$ cat src/rtl/rx_descrambler_sync_pkg.sv
// Shared PCS definitions: sync-header codes, lock thresholds, lock FSM encoding
// and the 64b/66b descrambler polynomial geometry.
package rx_descrambler_sync_pkg;

  // Sync-header codes for 64b/66b blocks
  localparam logic [1:0] SyncHdrData = 2'b01;
  localparam logic [1:0] SyncHdrCtrl = 2'b10;

  // Block-lock thresholds: window length and invalid-header limit within a window
  localparam int unsigned ShCntLock    = 64;
  localparam int unsigned ShInvldLimit = 16;

  // Counter widths sized to hold the thresholds themselves (0..64, 0..16)
  localparam int unsigned ShCntW   = 7;
  localparam int unsigned ShInvldW = 5;

  // Self-synchronous scrambler x^58 + x^39 + 1
  localparam int unsigned ScrHistW = 58;
  localparam int unsigned ScrTap   = 39;

  // Lock FSM states
  typedef enum logic [1:0] {
    StResetCnt = 2'd0,
    StTestSh   = 2'd1,
    StSlipHold = 2'd2
  } lock_state_e;

  // Only 01 and 10 are legal sync headers
  function automatic logic sh_is_valid(input logic [1:0] hdr);
    return (hdr == SyncHdrData) || (hdr == SyncHdrCtrl);
  endfunction

endpackage

$ cat src/rtl/descrambler_core.sv
// Combinational one-word step of the x^58 + x^39 + 1 self-synchronous descrambler.
// hist holds the previous 58 received scrambled bits, hist[0] oldest, hist[57] newest.
module descrambler_core
  import rx_descrambler_sync_pkg::*;
#(
  parameter int unsigned DataWidth = 64
) (
  input  logic [ScrHistW-1:0]  hist,
  input  logic [DataWidth-1:0] scr_data,
  output logic [DataWidth-1:0] descr_data,
  output logic [ScrHistW-1:0]  next_hist
);

  // ext[j] is received stream bit (n0 - 58 + j), n0 being the position of scr_data[0]
  logic [DataWidth+ScrHistW-1:0] ext;

  assign ext = {scr_data, hist};

  // out[n] = r[n] ^ r[n-39] ^ r[n-58]
  always_comb begin
    descr_data = '0;
    for (int unsigned i = 0; i < DataWidth; i++) begin
      descr_data[i] = ext[i + ScrHistW] ^ ext[i + ScrHistW - ScrTap] ^ ext[i];
    end
  end

  // The newest 58 scrambled bits become the history for the next word
  assign next_hist = ext[DataWidth+ScrHistW-1 -: ScrHistW];

endmodule

$ cat src/rtl/rx_descrambler_sync.sv
// 64b/66b receive descrambler with sync-header block-lock state machine.
// Every valid block is descrambled and forwarded with one cycle of latency; the
// lock FSM watches the sync headers and requests one-bit slips from the gearbox.
module rx_descrambler_sync
  import rx_descrambler_sync_pkg::*;
#(
  parameter int unsigned PCS_DATA_WIDTH = 64,
  // Must be at least 1: valid blocks ignored after each slip
  parameter int unsigned SLIP_WAIT      = 4
) (
  input  logic                      clk,
  input  logic                      rst,
  input  logic [PCS_DATA_WIDTH-1:0] in_data,
  input  logic [1:0]                in_header,
  input  logic                      in_valid,
  output logic [PCS_DATA_WIDTH-1:0] out_data,
  output logic [1:0]                out_header,
  output logic                      out_valid,
  output logic                      block_lock,
  output logic                      slip
);

  localparam int unsigned WaitW = (SLIP_WAIT > 1) ? $clog2(SLIP_WAIT) : 1;

  // Datapath state
  logic [ScrHistW-1:0]       hist_q;
  logic [ScrHistW-1:0]       next_hist;
  logic [PCS_DATA_WIDTH-1:0] descr_data;
  logic [PCS_DATA_WIDTH-1:0] out_data_q;
  logic [1:0]                out_header_q;
  logic                      out_valid_q;

  // Lock FSM state
  lock_state_e         state_q, state_d;
  logic [ShCntW-1:0]   sh_cnt_q, sh_cnt_d;
  logic [ShInvldW-1:0] sh_invld_cnt_q, sh_invld_cnt_d;
  logic [WaitW-1:0]    wait_cnt_q, wait_cnt_d;
  logic                lock_q, lock_d;
  logic                slip_q, slip_d;

  logic                hdr_ok;
  logic [ShCntW-1:0]   sh_cnt_inc;
  logic [ShInvldW-1:0] sh_invld_inc;
  logic                window_done;
  logic                invld_limit;
  logic                wait_done;

  descrambler_core #(
    .DataWidth (PCS_DATA_WIDTH)
  ) u_core (
    .hist       (hist_q),
    .scr_data   (in_data),
    .descr_data (descr_data),
    .next_hist  (next_hist)
  );

  // Descrambler history and registered outputs; history only advances on valid blocks
  always_ff @(posedge clk) begin
    if (rst) begin
      hist_q       <= '1;
      out_data_q   <= '0;
      out_header_q <= '0;
      out_valid_q  <= 1'b0;
    end else begin
      out_valid_q <= in_valid;
      if (in_valid) begin
        hist_q       <= next_hist;
        out_data_q   <= descr_data;
        out_header_q <= in_header;
      end
    end
  end

  assign hdr_ok       = sh_is_valid(in_header);
  assign sh_cnt_inc   = sh_cnt_q + ShCntW'(1);
  assign sh_invld_inc = sh_invld_cnt_q + ShInvldW'(1);
  assign window_done  = (sh_cnt_inc == ShCntW'(ShCntLock));
  assign invld_limit  = (sh_invld_inc == ShInvldW'(ShInvldLimit));
  assign wait_done    = (wait_cnt_q == WaitW'(SLIP_WAIT - 1));

  // Lock FSM registers
  always_ff @(posedge clk) begin
    if (rst) begin
      state_q        <= StResetCnt;
      sh_cnt_q       <= '0;
      sh_invld_cnt_q <= '0;
      wait_cnt_q     <= '0;
      lock_q         <= 1'b0;
      slip_q         <= 1'b0;
    end else begin
      state_q        <= state_d;
      sh_cnt_q       <= sh_cnt_d;
      sh_invld_cnt_q <= sh_invld_cnt_d;
      wait_cnt_q     <= wait_cnt_d;
      lock_q         <= lock_d;
      slip_q         <= slip_d;
    end
  end

  // Lock FSM next state; nothing moves on cycles without a valid block.
  // The block seen in StResetCnt is not header-tested.
  always_comb begin
    state_d        = state_q;
    sh_cnt_d       = sh_cnt_q;
    sh_invld_cnt_d = sh_invld_cnt_q;
    wait_cnt_d     = wait_cnt_q;
    lock_d         = lock_q;
    slip_d         = 1'b0;

    if (in_valid) begin
      unique case (state_q)
        StResetCnt: begin
          sh_cnt_d       = '0;
          sh_invld_cnt_d = '0;
          state_d        = StTestSh;
        end

        StTestSh: begin
          if (!lock_q) begin
            if (!hdr_ok) begin
              slip_d         = 1'b1;
              sh_cnt_d       = '0;
              sh_invld_cnt_d = '0;
              wait_cnt_d     = '0;
              state_d        = StSlipHold;
            end else if (window_done) begin
              lock_d         = 1'b1;
              sh_cnt_d       = '0;
              sh_invld_cnt_d = '0;
            end else begin
              sh_cnt_d = sh_cnt_inc;
            end
          end else begin
            // Losing lock takes priority over completing the window
            if (!hdr_ok && invld_limit) begin
              lock_d         = 1'b0;
              slip_d         = 1'b1;
              sh_cnt_d       = '0;
              sh_invld_cnt_d = '0;
              wait_cnt_d     = '0;
              state_d        = StSlipHold;
            end else if (window_done) begin
              sh_cnt_d       = '0;
              sh_invld_cnt_d = '0;
            end else begin
              sh_cnt_d = sh_cnt_inc;
              if (!hdr_ok) begin
                sh_invld_cnt_d = sh_invld_inc;
              end
            end
          end
        end

        StSlipHold: begin
          if (wait_done) begin
            wait_cnt_d = '0;
            state_d    = StResetCnt;
          end else begin
            wait_cnt_d = wait_cnt_q + WaitW'(1);
          end
        end

        default: begin
          state_d = StResetCnt;
        end
      endcase
    end
  end

  assign out_data   = out_data_q;
  assign out_header = out_header_q;
  assign out_valid  = out_valid_q;
  assign block_lock = lock_q;
  assign slip       = slip_q;

endmodule

$ cat config.mk
export PLATFORM = sky130hd
export DESIGN_NAME = rx_descrambler_sync
export DESIGN_NICKNAME = d
export VERILOG_FILES = /design/src/rtl/rx_descrambler_sync_pkg.sv /design/src/rtl/descrambler_core.sv /design/src/rtl/rx_descrambler_sync.sv
export SDC_FILE = /design/constraint.sdc
export NUM_CORES = 1
export LEC_CHECK = 0
export CORE_AREA = 10 10 129 143
export CTS_BUF_LIST = sky130_fd_sc_hd__clkbuf_8
export DETAILED_ROUTE_END_ITERATION = 8
export DIE_AREA = 0 0 139 153
export PLACE_DENSITY = 0.78
export SETUP_SLACK_MARGIN = 0.2
export SYNTH_ARGS = -nofsm -noshare
export SYNTH_HDL_FRONTEND = slang
export SYNTH_HIERARCHICAL = 1
export SYNTH_SLANG_ARGS = --single-unit
$ cat constraint.sdc
create_clock -name clk -period 1.7 [get_ports clk]
set_input_delay 0.34 -clock clk [delete_from_list [all_inputs] [get_ports clk]]
set_output_delay 0.34 -clock clk [all_outputs]
set_load 0.02 [all_outputs]
==> summary by stage, run 1 <==
Floorplan
The core area is 15500 sq um. The initialized floorplan defines 48 standard-cell rows. The die extent in y is 153 microns.

The effective utilization at floorplan is 48.2%. The die area is 21300 sq um. 138 I/O pins were placed. The die outline width is 139 microns.

Global route
The number of antenna violations at the first check in global routing is 0. Global routing finished with a remaining overflow of 0. Entering global routing, the biggest net connects 115 pins. The first global-routing pass estimated 28400 microns of wire. The via count of the first global-routing pass was 5279.

Global routing used 16.4% of the available tracks.

Synth
The synthesized netlist contains 48 unique library cells. After synthesis, the cell types taking the most area are sky130_fd_sc_hd__dfxtp_1 38%, sky130_fd_sc_hd__xor3_1 20%, sky130_fd_sc_hd__mux2i_1 9.1%. The most used flip-flop cell after synthesis is sky130_fd_sc_hd__dfxtp_1. The average size of a mapped cell is 11.3 sq um. The number of instances in the synthesized netlist is 663.

The total of flip-flops plus latches after synthesis is 143. For this run, asynchronously set or reset flops after synthesis account for 0%. The area share of the largest cell type after synthesis is 38.3%.

The cell area after technology mapping is 7470 sq um. The number of enable-type register cells in the synthesized netlist is 0. The largest area contributor in the synthesized netlist is sky130_fd_sc_hd__dfxtp_1. The share of synthesized area occupied by flip-flops and latches is 38.3%. The post-synthesis net count is 736. The count of yosys warnings during synthesis is 6.

Drt
The post-route DRC violation count is 0. The first routing iteration left 285 violations. The count of antenna-violating nets left after detailed routing is 0. The routed wire length per instance is 18.4 microns. The number of vias in the routed layout is 5041. The final layout contains routed wiring with a total length of 17800 microns.

Before antenna repair, the detailed router went through 4 iterations. After detailed routing, the number of vias per cell comes to 5.21.

CTS
The longest clock path from root to sink contains 2 buffers. TritonCTS built the clock tree. The clock transition at the registers of the reported paths is 80 ps.

The hold buffer count at cts is 0. The worst-skew pair later-pin latency is 440 ps. The tree built by TritonCTS fans out to 143 sinks. TritonCTS created 17 clock buffers. CTS built an H-tree with a depth of 4.

The root cell of the clock tree is sky130_fd_sc_hd__clkbuf_8.

Cells and area
0 antenna diodes ended up in the layout. The ratio of cells with drive above 1 in the final layout is 18.8%. The net count of the finished layout is 827. From synthesis to final layout, the design area changed by 27.2%. The final cell utilization of the core is 61.3%.

Counting the fill cells in the layout gives 1251.

Critical path
In this run the worst path has a maximum fanout of 6. STA puts the critical path data required time at 2050 ps. STA classifies the critical path startpoint as a flop.

The data arrival at the endpoint of the critical path is 2110 ps. The worst setup path category is flop to flop. The internal reg-to-reg setup slack is -70 ps. The kind of cell with the highest combined delay along the critical path is simple AND/OR/NAND/NOR gates. In this run the worst setup path terminates at sh_cnt_q[2].

The slowest stage of the critical path belongs to the cell sky130_fd_sc_hd__or4_4. The endpoint of the worst register-to-register path is sh_cnt_q[2]. The critical path depth in cells is 6. Counting both buffers and inverters, the worst setup path holds a total of 0.

The worst flop-to-flop path startpoint is sh_invld_cnt_q[1]. Walking the worst path, the cells encountered are ha_4, nand3_4, xnor2_4, nor3_4, or4_4, a311oi_2. The stage delay of the slowest cell on the critical path is 490 ps. The number of cells on the worst reg-to-reg path is 6. The launch point of the critical path is sh_invld_cnt_q[1]. The critical path endpoint category is a flop.

Job
Across the run, the number of max-cap violations was 0.

Placement
At the end of routability-driven placement, the weighted congestion stood at 0.772. Once detailed placement completed, the half-perimeter wirelength came to 13000 microns. The count of input and output buffers is 137.

Power
Of the total power, combinational logic draws 20.9%. The completed layout was analyzed and its total power is 8.99 mW. The internal portion of the total power is 6.72 mW. Sequential cells account for 42.2% of the total power. Summed over all nets, the switching power comes to 2.27 mW. The worst-case IR drop observed on VDD is 0.000633 V. Of the total power, the share spent switching nets is 25.3%. The portion of total power attributed to the clock network is 36.9%. The power density over the cells is 946 nW/um^2. The static power due to leakage is 4.40 nW.

Timing
The tightest hold path in the finished design has a slack of 259 ps. At the pin with the least slew margin, the transition time is 574 ps. The count of final hold-check violations is 0. The final number of max-transition violations came to 0. Setup repair after global routing could not meet its margin everywhere.

The post-layout worst setup margin is -68.6 ps. Headroom to the max-slew limit came out at 61.7%. After layout, the minimum clock period comes to 1770 ps. The final number of setup-violating endpoints is 8.

The clock skew is 8.47 ps. The maximum clock frequency is 565 MHz. The final critical path takes up 104% of the cycle.

Worst hold path
The worst hold path class is input pin to flop.

Outcome
The flow ran to the end, but the final reports show violations. The checks that failed: setup timing.
-- cells in the final DEF, fill, tap and decap left out, types with 3 or more instances in the layout --
cell type / n
sky130_fd_sc_hd__clkbuf_2: 20
sky130_fd_sc_hd__xor3_1: 62
sky130_fd_sc_hd__nand2_1: 9
sky130_fd_sc_hd__dfxtp_4: 7
sky130_fd_sc_hd__buf_4: 26
sky130_fd_sc_hd__nand3_2: 3
sky130_fd_sc_hd__dfxtp_1: 134
sky130_fd_sc_hd__clkdlybuf4s15_1: 33
sky130_fd_sc_hd__o21ai_1: 3
sky130_fd_sc_hd__mux2i_1: 68
sky130_fd_sc_hd__clkdlybuf4s50_1: 66
sky130_fd_sc_hd__clkdlybuf4s15_2: 12
sky130_fd_sc_hd__nand4_1: 3
sky130_fd_sc_hd__a21oi_1: 8
sky130_fd_sc_hd__bufinv_16: 6
sky130_fd_sc_hd__inv_1: 6
sky130_fd_sc_hd__nor2_1: 76
sky130_fd_sc_hd__clkbuf_8: 21
sky130_fd_sc_hd__buf_12: 4
sky130_fd_sc_hd__buf_6: 5
sky130_fd_sc_hd__nand3_1: 6
sky130_fd_sc_hd__a211o_1: 58
sky130_fd_sc_hd__a31oi_1: 3
sky130_fd_sc_hd__nor2b_1: 61
sky130_fd_sc_hd__dlygate4sd2_1: 4
-- layout make-up --
class | instances | area (sq um) | share of cell area (%)
Clock buffer | 21 | 289 | 3.04
Tap cell | 200 | 250 | 2.63
Clock inverter | 11 | 209 | 2.20
Inverter | 4 | 15.0 | 0.158
Multi-Input combinational cell | 418 | 4250 | 44.8
Timing Repair Buffer | 170 | 1590 | 16.8
Sequential cell | 143 | 2890 | 30.4
-- through the flow --
stage	TNS [ps]	instance area, sq um	setup slack [ps]	cells
floorplan	0	7580	1.65	663
global placement	-5520	8860	-366	930
detailed placement	-6730	8860	-438	930
CTS	-216	9450	-92.0	965
global route	-1110	9500	-145	967
finish	-201	9500	-68.6	967
-- registers in the layout (all words and copies together) (netlist names) --
signal and flops:
hist_q 58, block_lock 1, slip 1, wait_cnt_q 2, out_valid 1, out_data 64
out_header 2, state_q 2, sh_cnt_q 7, sh_invld_cnt_q 5
-- worst register-to-register path: stages, from the launching register on --
cell and delay [ps]:
sky130_fd_sc_hd__dfxtp_4 380, sky130_fd_sc_hd__ha_4 170, sky130_fd_sc_hd__nand3_4 100, sky130_fd_sc_hd__xnor2_4 230
sky130_fd_sc_hd__nor3_4 100, sky130_fd_sc_hd__or4_4 490, sky130_fd_sc_hd__a311oi_2 210
-- cell families (layout without fill, tap and decap cells) --
logic type | after synthesis | after routing | synth area share [%]
AND/OR/NAND/NOR | 185 | 185 | 12.7
flip-flops | 143 | 143 | 38.3
buffers and inverters | 102 | 206 | 8.14
AO/OA/AOI/OAI | 92 | 92 | 9.99
XOR/XNOR | 69 | 69 | 21.1
multiplexers | 68 | 68 | 9.12
adder cells (fa/ha/maj) | 4 | 4 | 0.670
-- how the worst min path moves through the flow --
stage / startpoint / end / depth (start not counted) / slack, ps
finish: rst / sh_invld_cnt_q[1] / 4 / 260
global route: rst / sh_invld_cnt_q[1] / 4 / 260
CTS: rst / sh_invld_cnt_q[1] / 4 / 260
detailed placement: out_header[0] / out_header[0] / 2 / 480
global placement: out_data[61] / out_data[61] / 2 / 470
floorplan: sh_cnt_q[3] / sh_cnt_q[3] / 1 / 470
-- metal layers --
| metal | GRT usage, % | vias to the layer above | wire, microns |
|---|---|---|---|
| met2 | 27.6 | 137 | 9020 |
| met1 | 18.9 | 2436 | 7300 |
| met3 | 5.98 | 23 | 1220 |
| li1 | - | 2445 | - |
| met4 | 5.22 | 0 | 238 |
| met5 | 0 | - | 0 |
-- power groups by stage --
stage,Sequential [mW],Combinational [mW],Clock (mW)
after CTS,3.79,1.89,3.40
after detailed placement,3.88,1.96,0
final,3.79,1.88,3.32
after global placement,3.87,1.92,0
after floorplan,4.03,1.13,0
after global routing,3.82,2.02,3.56
-- what timing repair did --
item / 4_1_cts / 5_1_grt
setup buffers: 3 / 2
pin swaps: 8 / 22
resized for setup: 135 / 71
setup endpoints to repair: 87 / 63
-- synth_stat cells, types with 2 or more instances --
cell type and instances:
sky130_fd_sc_hd__dfxtp_1 143, sky130_fd_sc_hd__nor2_1 78, sky130_fd_sc_hd__mux2i_1 68, sky130_fd_sc_hd__nor2b_1 62, sky130_fd_sc_hd__xor3_1 62, sky130_fd_sc_hd__a211o_1 58, sky130_fd_sc_hd__buf_4 58, sky130_fd_sc_hd__clkbuf_1 31
sky130_fd_sc_hd__nand2_1 12, sky130_fd_sc_hd__a21oi_1 10, sky130_fd_sc_hd__nand3_1 10, sky130_fd_sc_hd__buf_2 6, sky130_fd_sc_hd__o21ai_0 5, sky130_fd_sc_hd__a311oi_1 4, sky130_fd_sc_hd__ha_1 4, sky130_fd_sc_hd__inv_1 4
sky130_fd_sc_hd__xnor2_1 4, sky130_fd_sc_hd__a31oi_1 3, sky130_fd_sc_hd__buf_1 3, sky130_fd_sc_hd__nand4_1 3, sky130_fd_sc_hd__nor3_1 3, sky130_fd_sc_hd__a211oi_2 2, sky130_fd_sc_hd__nand2b_1 2, sky130_fd_sc_hd__nor3_2 2
sky130_fd_sc_hd__or4_1 2, sky130_fd_sc_hd__xor3_4 2
No activity file was read; power rests on OpenSTA's default activity.
==> run 2: changes to the inputs <==
PLACE_DENSITY = not set   (was 0.78)
PLACE_DENSITY_LB_ADDON = 0.2   (was not set)
REMOVE_ABC_BUFFERS = 1   (was not set)
==> run 2 against run 1 <==
Compared with the run above: the flow still finishes with violations (setup timing); cell area decreased by 0.63%; utilization decreased by 0.39 points; clock skew is essentially flat; sequential share of layout area grew 0.14 points; wire length decreased by 2.5%; register-to-register slack got worse by 50 ps; setup slack got worse by 52 ps; cell count up 1.1%; critical endpoint unchanged.
==> summary by stage, run 2 (synthesized netlist as in run 1, its figures left out) <==
CTS
The worst-skew pair later-pin latency was 440 ps (about the same). The level count of the clock H-tree is 4 (unchanged). The TritonCTS sink count came to 143 (unchanged). The clock transition at the registers of the reported paths is 80 ps (about the same). The hold buffer count at cts is 0 (unchanged).

The root cell of the clock tree is sky130_fd_sc_hd__clkbuf_8 (unchanged). The CTS tree is yes (unchanged). The number of buffers added by the clock tree synthesis step is 17 (unchanged).

The maximum clock insertion buffer count is 2 (unchanged).

Cells and area
The number of nets in the finished design is 838 (was 827). The final cell utilization of the core came to 60.9% (was 61.3%). The register cell area after layout is 2890 sq um (about the same). The combined area of the multi-input logic cells is 4230 sq um (was 4250 sq um). The most common cell after layout, fill and taps aside is sky130_fd_sc_hd__dfxtp_1 (unchanged). The final instance area is 9440 sq um (was 9500 sq um). The ratio of cells with drive above 1 in the final layout is 20.1% (was 18.8%).

The layout-stage area growth over the synthesis result is 26.4% (was 27.2%). The number of filler instances in the final layout is 1252 (was 1251). The number of inserted diodes is 0 (unchanged). The flip-flop count of the largest register, all copies and words added is 64 (unchanged). Highest-count cells in the layout ignoring fill and taps: 134 x sky130_fd_sc_hd__dfxtp_1, 74 x sky130_fd_sc_hd__nor2_1, 68 x sky130_fd_sc_hd__mux2i_1 (was 134 x sky130_fd_sc_hd__dfxtp_1, 76 x sky130_fd_sc_hd__nor2_1, 68 x sky130_fd_sc_hd__mux2i_1).

Drt
The count of antenna-violating nets left after detailed routing came to 0 (unchanged). The number of detailed-routing iterations run before antenna repair is 4 (unchanged). The initial detailed-routing violation count was 287 (was 285). The number of vias in the routed layout came to 5040 (was 5041). The routed wire length per instance is 17.7 microns (was 18.4 microns). The sum of routed wire length over all layers was 17300 microns (was 17800 microns). The post-route DRC violation count is 0 (unchanged). The number of vias per cell came to 5.15 (was 5.21).

Floorplan
The core area is 15500 sq um (unchanged). The count of boundary I/O pins is 138 (unchanged). The die area came to 21300 sq um (unchanged).

The effective utilization at floorplan is 48.2% (unchanged). The number of standard-cell rows in the floorplan is 48 (unchanged). The die extent in y is 153 microns (unchanged). The die outline width is 139 microns (unchanged).

Power
The internal power consumption is 6.10 mW (was 6.72 mW). The power density over the cells is 877 nW/um^2 (was 946 nW/um^2). The portion of total power attributed to the clock network is 31.8% (was 36.9%). The static power due to leakage was 4.43 nW (was 4.40 nW). The combinational share of power is 22.4% (was 20.9%). The maximum VDD drop is 0.000537 V (was 0.000633 V). The fraction of power spent switching nets is 26.4% (was 25.3%). The total power consumption of the routed design was 8.28 mW (was 8.99 mW). The share of power burned in registers is 45.8% (was 42.2%).

The power dissipated by switching net loads was 2.19 mW (was 2.27 mW).

Placement
The instance area after placement came to 8830 sq um (was 8860 sq um). The half-perimeter wire length after detailed placement is 12400 microns (was 13000 microns). The count of input and output buffers was 137 (unchanged).

The routability-driven placement congestion ratio is 0.778 (was 0.772). The worst slack after detailed placement is -511 ps (was -438 ps).

Timing
The shortest clock period the worst path allows after layout was 1820 ps (was 1770 ps). The clock skew is 8.77 ps (was 8.47 ps). The final number of setup-violating endpoints is 6 (was 8). The count of final hold-check violations is 0 (unchanged). The maximum clock frequency is 549 MHz (was 565 MHz).

The share of the clock period used by the worst path after layout was 107% (was 104%). The remaining max-slew budget at the tightest pin is 70.2% (was 61.7%). The final number of max-transition violations is 0 (unchanged). The post-layout worst setup margin is -121 ps (was -68.6 ps).

The actual slew at the worst max-slew pin came to 446 ps (was 574 ps). Unrepaired setup endpoints after global routing: yes (unchanged).

Job
The total of max-cap violations came to 0 (unchanged).

Global route
The maximum number of pins on one net before global-route repair is 54 (was 115). The total overflow reported by the global router is 0 (unchanged). The total track usage came to 16.1% (was 16.4%). The first-pass GRT wire length is 28000 microns (was 28400 microns). The via count of the first global-routing pass is 5324 (was 5279). The number of antenna violations at the first check in global routing is 0 (unchanged).

Outcome
Status: finished with violations (unchanged). Violations in the final reports: setup timing (unchanged).

Critical path
The worst-path maximum fanout is 6 (unchanged). The data required time of the worst path was 2040 ps (was 2050 ps). Sequence of cells on the critical path: ha_4, nand3_4, xnor2_4, nor3_4, or4_4, a311oi_2 (unchanged). The worst setup path category is flop to flop (unchanged). The critical path endpoint category is a flop (unchanged).

The top cell family by delay on the critical path is simple AND/OR/NAND/NOR gates (unchanged). The slowest library cell on the worst path is sky130_fd_sc_hd__or4_4 (unchanged). The data arrival at the endpoint of the critical path is 2160 ps (was 2110 ps). The stage delay of the slowest cell on the critical path was 510 ps (was 490 ps). The count of buffer and inverter cells on the critical path is 0 (unchanged). The kind of start point of the critical path is a flop (unchanged).

Worst hold path
The worst hold path class is input pin to flop (unchanged).
[run 2: changes by cell type in the layout (fill, tap and decap cells not counted), moves of 3 or more]
cell | before | now
sky130_fd_sc_hd__buf_4 | 26 | 36
sky130_fd_sc_hd__bufinv_16 | 6 | 2
sky130_fd_sc_hd__clkdlybuf4s15_2 | 12 | 9
sky130_fd_sc_hd__clkinv_2 | 1 | 4
sky130_fd_sc_hd__inv_1 | 6 | 9
[run 2: worst paths after layout]
check	start	end	slack, ps	cells past startpoint
worst max register to register	sh_invld_cnt_q[1]	sh_cnt_q[2]	-120	6
worst max-delay path	sh_invld_cnt_q[1]	sh_cnt_q[2]	-120	6
worst min register to register	out_data[52]	out_data[52]	500	2
worst min-delay path	in_valid	out_header[1]	270	3
[run 2: layer usage]
metal | GRT usage [%] | part of all wire (%)
met1 | 18.6 | 42
met2 | 26.8 | 49
met3 | 5.42 | 5.9
met4 | 6.76 | 2.3
met5 | 0 | 0
[run 2: power by group through the flow]
stage	combinational, mW	clock, mW	sequential (mW)
after floorplan	0.901	0	4.03
after global placement	1.90	0	3.87
after detailed placement	1.94	0	3.88
after CTS	1.89	2.72	3.80
after global routing	2.01	2.87	3.83
final	1.86	2.63	3.79
[run 2: timing repair]
item / CTS / global route
endpoints found under the setup margin: 87 / 64
pin swaps: 33 / 7
buffers inserted: 6 / 1
resized for setup: 168 / 65
[run 2: layout make-up]
cell class	instances	area share (%)
Multi-Input combinational cell	418	44.8
Sequential cell	143	30.6
Timing Repair Buffer	181	17.7
Clock buffer	21	3.06
Tap cell	200	2.65
Clock inverter	11	1.05
Inverter	4	0.159
[run 2: per-stage QoR]
step	std cells	hold WS, ps	setup TNS [ps]
final	978	272	-318
after global routing	978	287	-1230
after CTS	977	238	-129
after detailed placement	939	484	-7630
after global placement	939	473	-6260
after floorplan	565	409	-280
[run 2: worst reg2reg max path, cell delays in order, from the launching register on]
cell,delay (ps)
sky130_fd_sc_hd__dfxtp_4,370
sky130_fd_sc_hd__ha_4,160
sky130_fd_sc_hd__nand3_4,100
sky130_fd_sc_hd__xnor2_4,220
sky130_fd_sc_hd__nor3_4,100
sky130_fd_sc_hd__or4_4,510
sky130_fd_sc_hd__a311oi_2,260
==> run 3: changes to the inputs <==
ABC_AREA = 1   (was not set)
CORE_AREA = 10 10 131 145   (was 10 10 129 143)
DIE_AREA = 0 0 141 155   (was 0 0 139 153)
==> run 3 against run 2 <==
Compared with the run above: the run now ends clean; clock skew grew 1.6 ps; wire length grew 19%; synthesized cell count grew 93%; cell count grew 61%; highest routed layer unchanged.
==> summary by stage, run 3 <==
Placement
The instance area after placement came to 9030 sq um (was 8830 sq um). The routability-driven placement congestion ratio is 0.835 (was 0.778). The total instance count after detailed placement is 1541 (was 939). The count of input and output buffers was 137 (unchanged).

The half-perimeter wire length after detailed placement was 14500 microns (was 12400 microns). The worst slack after detailed placement is -153 ps (was -511 ps).

Timing
The count of final hold-check violations is 0 (unchanged). The share of the clock period used by the worst path after layout is 90.7% (was 107%). The remaining max-slew budget at the tightest pin is 78.5% (was 70.2%). The final number of max-transition violations is 0 (unchanged). The actual slew at the worst max-slew pin was 322 ps (was 446 ps). The final number of setup-violating endpoints is 0 (was 6). The maximum clock frequency is 648 MHz (was 549 MHz). The clock skew was 10.4 ps (was 8.77 ps).

The shortest clock period the worst path allows after layout was 1540 ps (was 1820 ps). The post-layout worst setup margin is 158 ps (was -121 ps). The worst hold slack across all endpoints was 282 ps (was 272 ps).

Unrepaired setup endpoints after global routing: yes (unchanged).

Drt
The sum of routed wire length over all layers is 20600 microns (was 17300 microns). The count of antenna-violating nets left after detailed routing came to 0 (unchanged). The initial detailed-routing violation count is 450 (was 287). The number of vias in the routed layout came to 7639 (was 5040). The number of vias per cell came to 4.84 (was 5.15). The routed metal-1 wirelength is 9070 microns (was 7350 microns). The met2 wire length is 9900 microns (was 8550 microns). The highest layer used for signal routing is met4 (unchanged). The length of routed met3 wiring is 1360 microns (was 1030 microns).

The routed wire length per instance is 13.1 microns (was 17.7 microns). The post-route DRC violation count was 0 (unchanged). The number of detailed-routing iterations run before antenna repair is 5 (was 4).

Floorplan
The number of standard-cell rows in the floorplan is 49 (was 48). The effective utilization at floorplan is 48.7% (was 48.2%). The die outline width is 141 microns (was 139 microns). The count of boundary I/O pins is 138 (unchanged). The die extent in y is 155 microns (was 153 microns).

The die area is 21900 sq um (was 21300 sq um). The core area is 16100 sq um (was 15500 sq um).

Power
The maximum VDD drop is 0.000486 V (was 0.000537 V). The static power due to leakage is 5.23 nW (was 4.43 nW). The power density over the cells is 896 nW/um^2 (was 877 nW/um^2).

The total power consumption of the routed design is 8.55 mW (was 8.28 mW).

CTS
The root cell of the clock tree is sky130_fd_sc_hd__clkbuf_8 (unchanged). The level count of the clock H-tree came to 4 (unchanged). The clock transition at the registers of the reported paths is 80 ps (about the same). The TritonCTS sink count is 143 (unchanged). The number of buffers added by the clock tree synthesis step is 17 (unchanged).

The maximum clock insertion buffer count was 2 (unchanged). The hold buffer count at cts is 0 (unchanged). The worst-skew pair later-pin latency is 450 ps (was 440 ps). The CTS tree is yes (unchanged).

Cells and area
The layout-stage area growth over the synthesis result is 22.1% (was 26.4%). Highest-count cells in the layout ignoring fill and taps: 476 x sky130_fd_sc_hd__nand2_1, 150 x sky130_fd_sc_hd__nor2_1, 138 x sky130_fd_sc_hd__dfxtp_1 (was 134 x sky130_fd_sc_hd__dfxtp_1, 74 x sky130_fd_sc_hd__nor2_1, 68 x sky130_fd_sc_hd__mux2i_1). The number of nets in the finished design is 1435 (was 838). The ratio of cells with drive above 1 in the final layout came to 11.1% (was 20.1%).

The final instance area is 9550 sq um (was 9440 sq um). The number of inserted diodes is 0 (unchanged). The flip-flop count of the largest register, all copies and words added is 64 (unchanged). The number of filler instances in the final layout is 1610 (was 1252).

The number of standard cells in the layout, taps in and fillers out came to 1579 (was 978). The most common cell after layout, fill and taps aside is sky130_fd_sc_hd__nand2_1 (was sky130_fd_sc_hd__dfxtp_1).

Synth
Most numerous cell types in the synthesized netlist: 487 x sky130_fd_sc_hd__nand2_1, 155 x sky130_fd_sc_hd__nor2_1, 143 x sky130_fd_sc_hd__dfxtp_1 (was 143 x sky130_fd_sc_hd__dfxtp_1, 78 x sky130_fd_sc_hd__nor2_1, 68 x sky130_fd_sc_hd__mux2i_1). The share of synthesized area occupied by flip-flops and latches is 36.6% (was 38.3%). The cell area after technology mapping came to 7820 sq um (was 7470 sq um).

The average size of a mapped cell is 6.10 sq um (was 11.3 sq um). The count of yosys warnings during synthesis is 6 (unchanged). Cells taking the most area after synthesis: sky130_fd_sc_hd__dfxtp_1 37%, sky130_fd_sc_hd__nand2_1 23%, sky130_fd_sc_hd__nand3_1 8.2% (was sky130_fd_sc_hd__dfxtp_1 38%, sky130_fd_sc_hd__xor3_1 20%, sky130_fd_sc_hd__mux2i_1 9.1%). The dominant cell by count in the synthesized netlist is sky130_fd_sc_hd__nand2_1 (was sky130_fd_sc_hd__dfxtp_1). The total of flip-flops plus latches after synthesis was 143 (unchanged). The number of instances in the synthesized netlist was 1281 (was 663).

The fraction of registers with async set/reset is 0% (unchanged). The area share of the largest cell type after synthesis is 36.6% (was 38.3%). The number of enable-type register cells in the synthesized netlist was 0 (unchanged).

The largest area contributor in the synthesized netlist is sky130_fd_sc_hd__dfxtp_1 (unchanged). The number of distinct library cells after synthesis came to 30 (was 48). The most used flip-flop cell after synthesis was sky130_fd_sc_hd__dfxtp_1 (unchanged).

Global route
The number of antenna violations at the first check in global routing is 0 (unchanged). The total overflow reported by the global router is 0 (unchanged). The via count of the first global-routing pass is 7283 (was 5324). The first-pass GRT wire length is 34200 microns (was 28000 microns). The total track usage is 18.5% (was 16.1%). The maximum number of pins on one net before global-route repair is 73 (was 54).

Critical path
The internal reg-to-reg setup slack came to 160 ps (was -120 ps). The critical path endpoint category was a flop (unchanged). The data arrival at the endpoint of the critical path is 1940 ps (was 2160 ps).

The worst setup path category is flop to flop (unchanged). Sequence of cells on the critical path: ha_4, nand2_4, inv_4, nand2_4, nand2_2, nand2_2, nor2_4, nand3_4, nand2_4, nand2_8, nand2_2, nand2_1, nor2_1 (was ha_4, nand3_4, xnor2_4, nor3_4, or4_4, a311oi_2). The kind of start point of the critical path is a flop (unchanged).

The slowest library cell on the worst path was sky130_fd_sc_hd__dfxtp_4 (was sky130_fd_sc_hd__or4_4). The count of buffer and inverter cells on the critical path came to 1 (was 0). The top cell family by delay on the critical path is simple AND/OR/NAND/NOR gates (unchanged). The stage delay of the slowest cell on the critical path is 370 ps (was 510 ps). The worst-path maximum fanout came to 6 (unchanged). The data required time of the worst path is 2100 ps (was 2040 ps).

Job
The total of max-cap violations is 0 (unchanged).

Outcome
Status: complete, no violations (was finished with violations).

Worst hold path
The worst hold path class is input pin to flop (unchanged).
[run 3: through the flow]
stage	setup TNS [ps]	util (%)
6_report	0	59.4
2_1_floorplan	-77220	-
3_3_place_gp	-917	56.2
5_1_grt	0	59.4
3_5_place_dp	-1450	56.2
4_1_cts	0	59.1
[run 3: path summary, 6_finish.rpt]
check	startpoint	endpoint	cells after the start
min reg2reg	wait_cnt_q[1]	wait_cnt_q[1]	2
max reg2reg	sh_cnt_q[1]	sh_invld_cnt_q[2]	13
max	sh_cnt_q[1]	sh_invld_cnt_q[2]	13
min	in_valid	hist_q[13]	4
[run 3: worst reg2reg max path: stages (launching register included)]
cell and delay, ps:
sky130_fd_sc_hd__dfxtp_4 370, sky130_fd_sc_hd__ha_4 150, sky130_fd_sc_hd__nand2_4 70, sky130_fd_sc_hd__inv_4 80, sky130_fd_sc_hd__nand2_4 50, sky130_fd_sc_hd__nand2_2 60
sky130_fd_sc_hd__nand2_2 50, sky130_fd_sc_hd__nor2_4 90, sky130_fd_sc_hd__nand3_4 130, sky130_fd_sc_hd__nand2_4 150, sky130_fd_sc_hd__nand2_8 70, sky130_fd_sc_hd__nand2_2 60
sky130_fd_sc_hd__nand2_1 50, sky130_fd_sc_hd__nor2_1 90
[run 3: final cells by class]
cell class                      instances  area, sq um  share of cell area, %
Sequential cell                       143         2870                   30.1
Clock buffer                           22          303                   3.17
Clock inverter                         10          158                   1.65
Multi-Input combinational cell        888         3910                   41.0
Inverter                              150          582                   6.09
Timing Repair Buffer                  162         1470                   15.4
Tap cell                              204          255                   2.67
[run 3: timing repair]
action / in CTS / in global routing
hold endpoints to repair: 0 / 0
buffers inserted: 3 / 2
resized for setup: 107 / 115
cloned: 0 / 1
endpoints found under the setup margin: 84 / 78
pin swaps: 4 / 17
[run 3: per-layer routing]
layer | track usage (%) | vias up
li1 | - | 4055
met1 | 21.9 | 3415
met2 | 31.4 | 147
met3 | 5.91 | 22
met4 | 5.61 | 0
met5 | 0 | -
[run 3: kinds of logic (layout without fill, tap and decap cells)]
kind of cell,after synthesis,after routing,share of synthesized area (%)
AND/OR/NAND/NOR,799,800,41.8
buffers and inverters,251,344,15.5
flip-flops,143,143,36.6
AO/OA/AOI/OAI,84,84,5.47
adder cells (fa/ha/maj),4,4,0.640
[run 3: power by group]
group,total (mW),switching (mW),internal [mW]
registers,3.77,0.175,3.59
clock network,3.11,1.32,1.79
logic,1.67,0.999,0.674
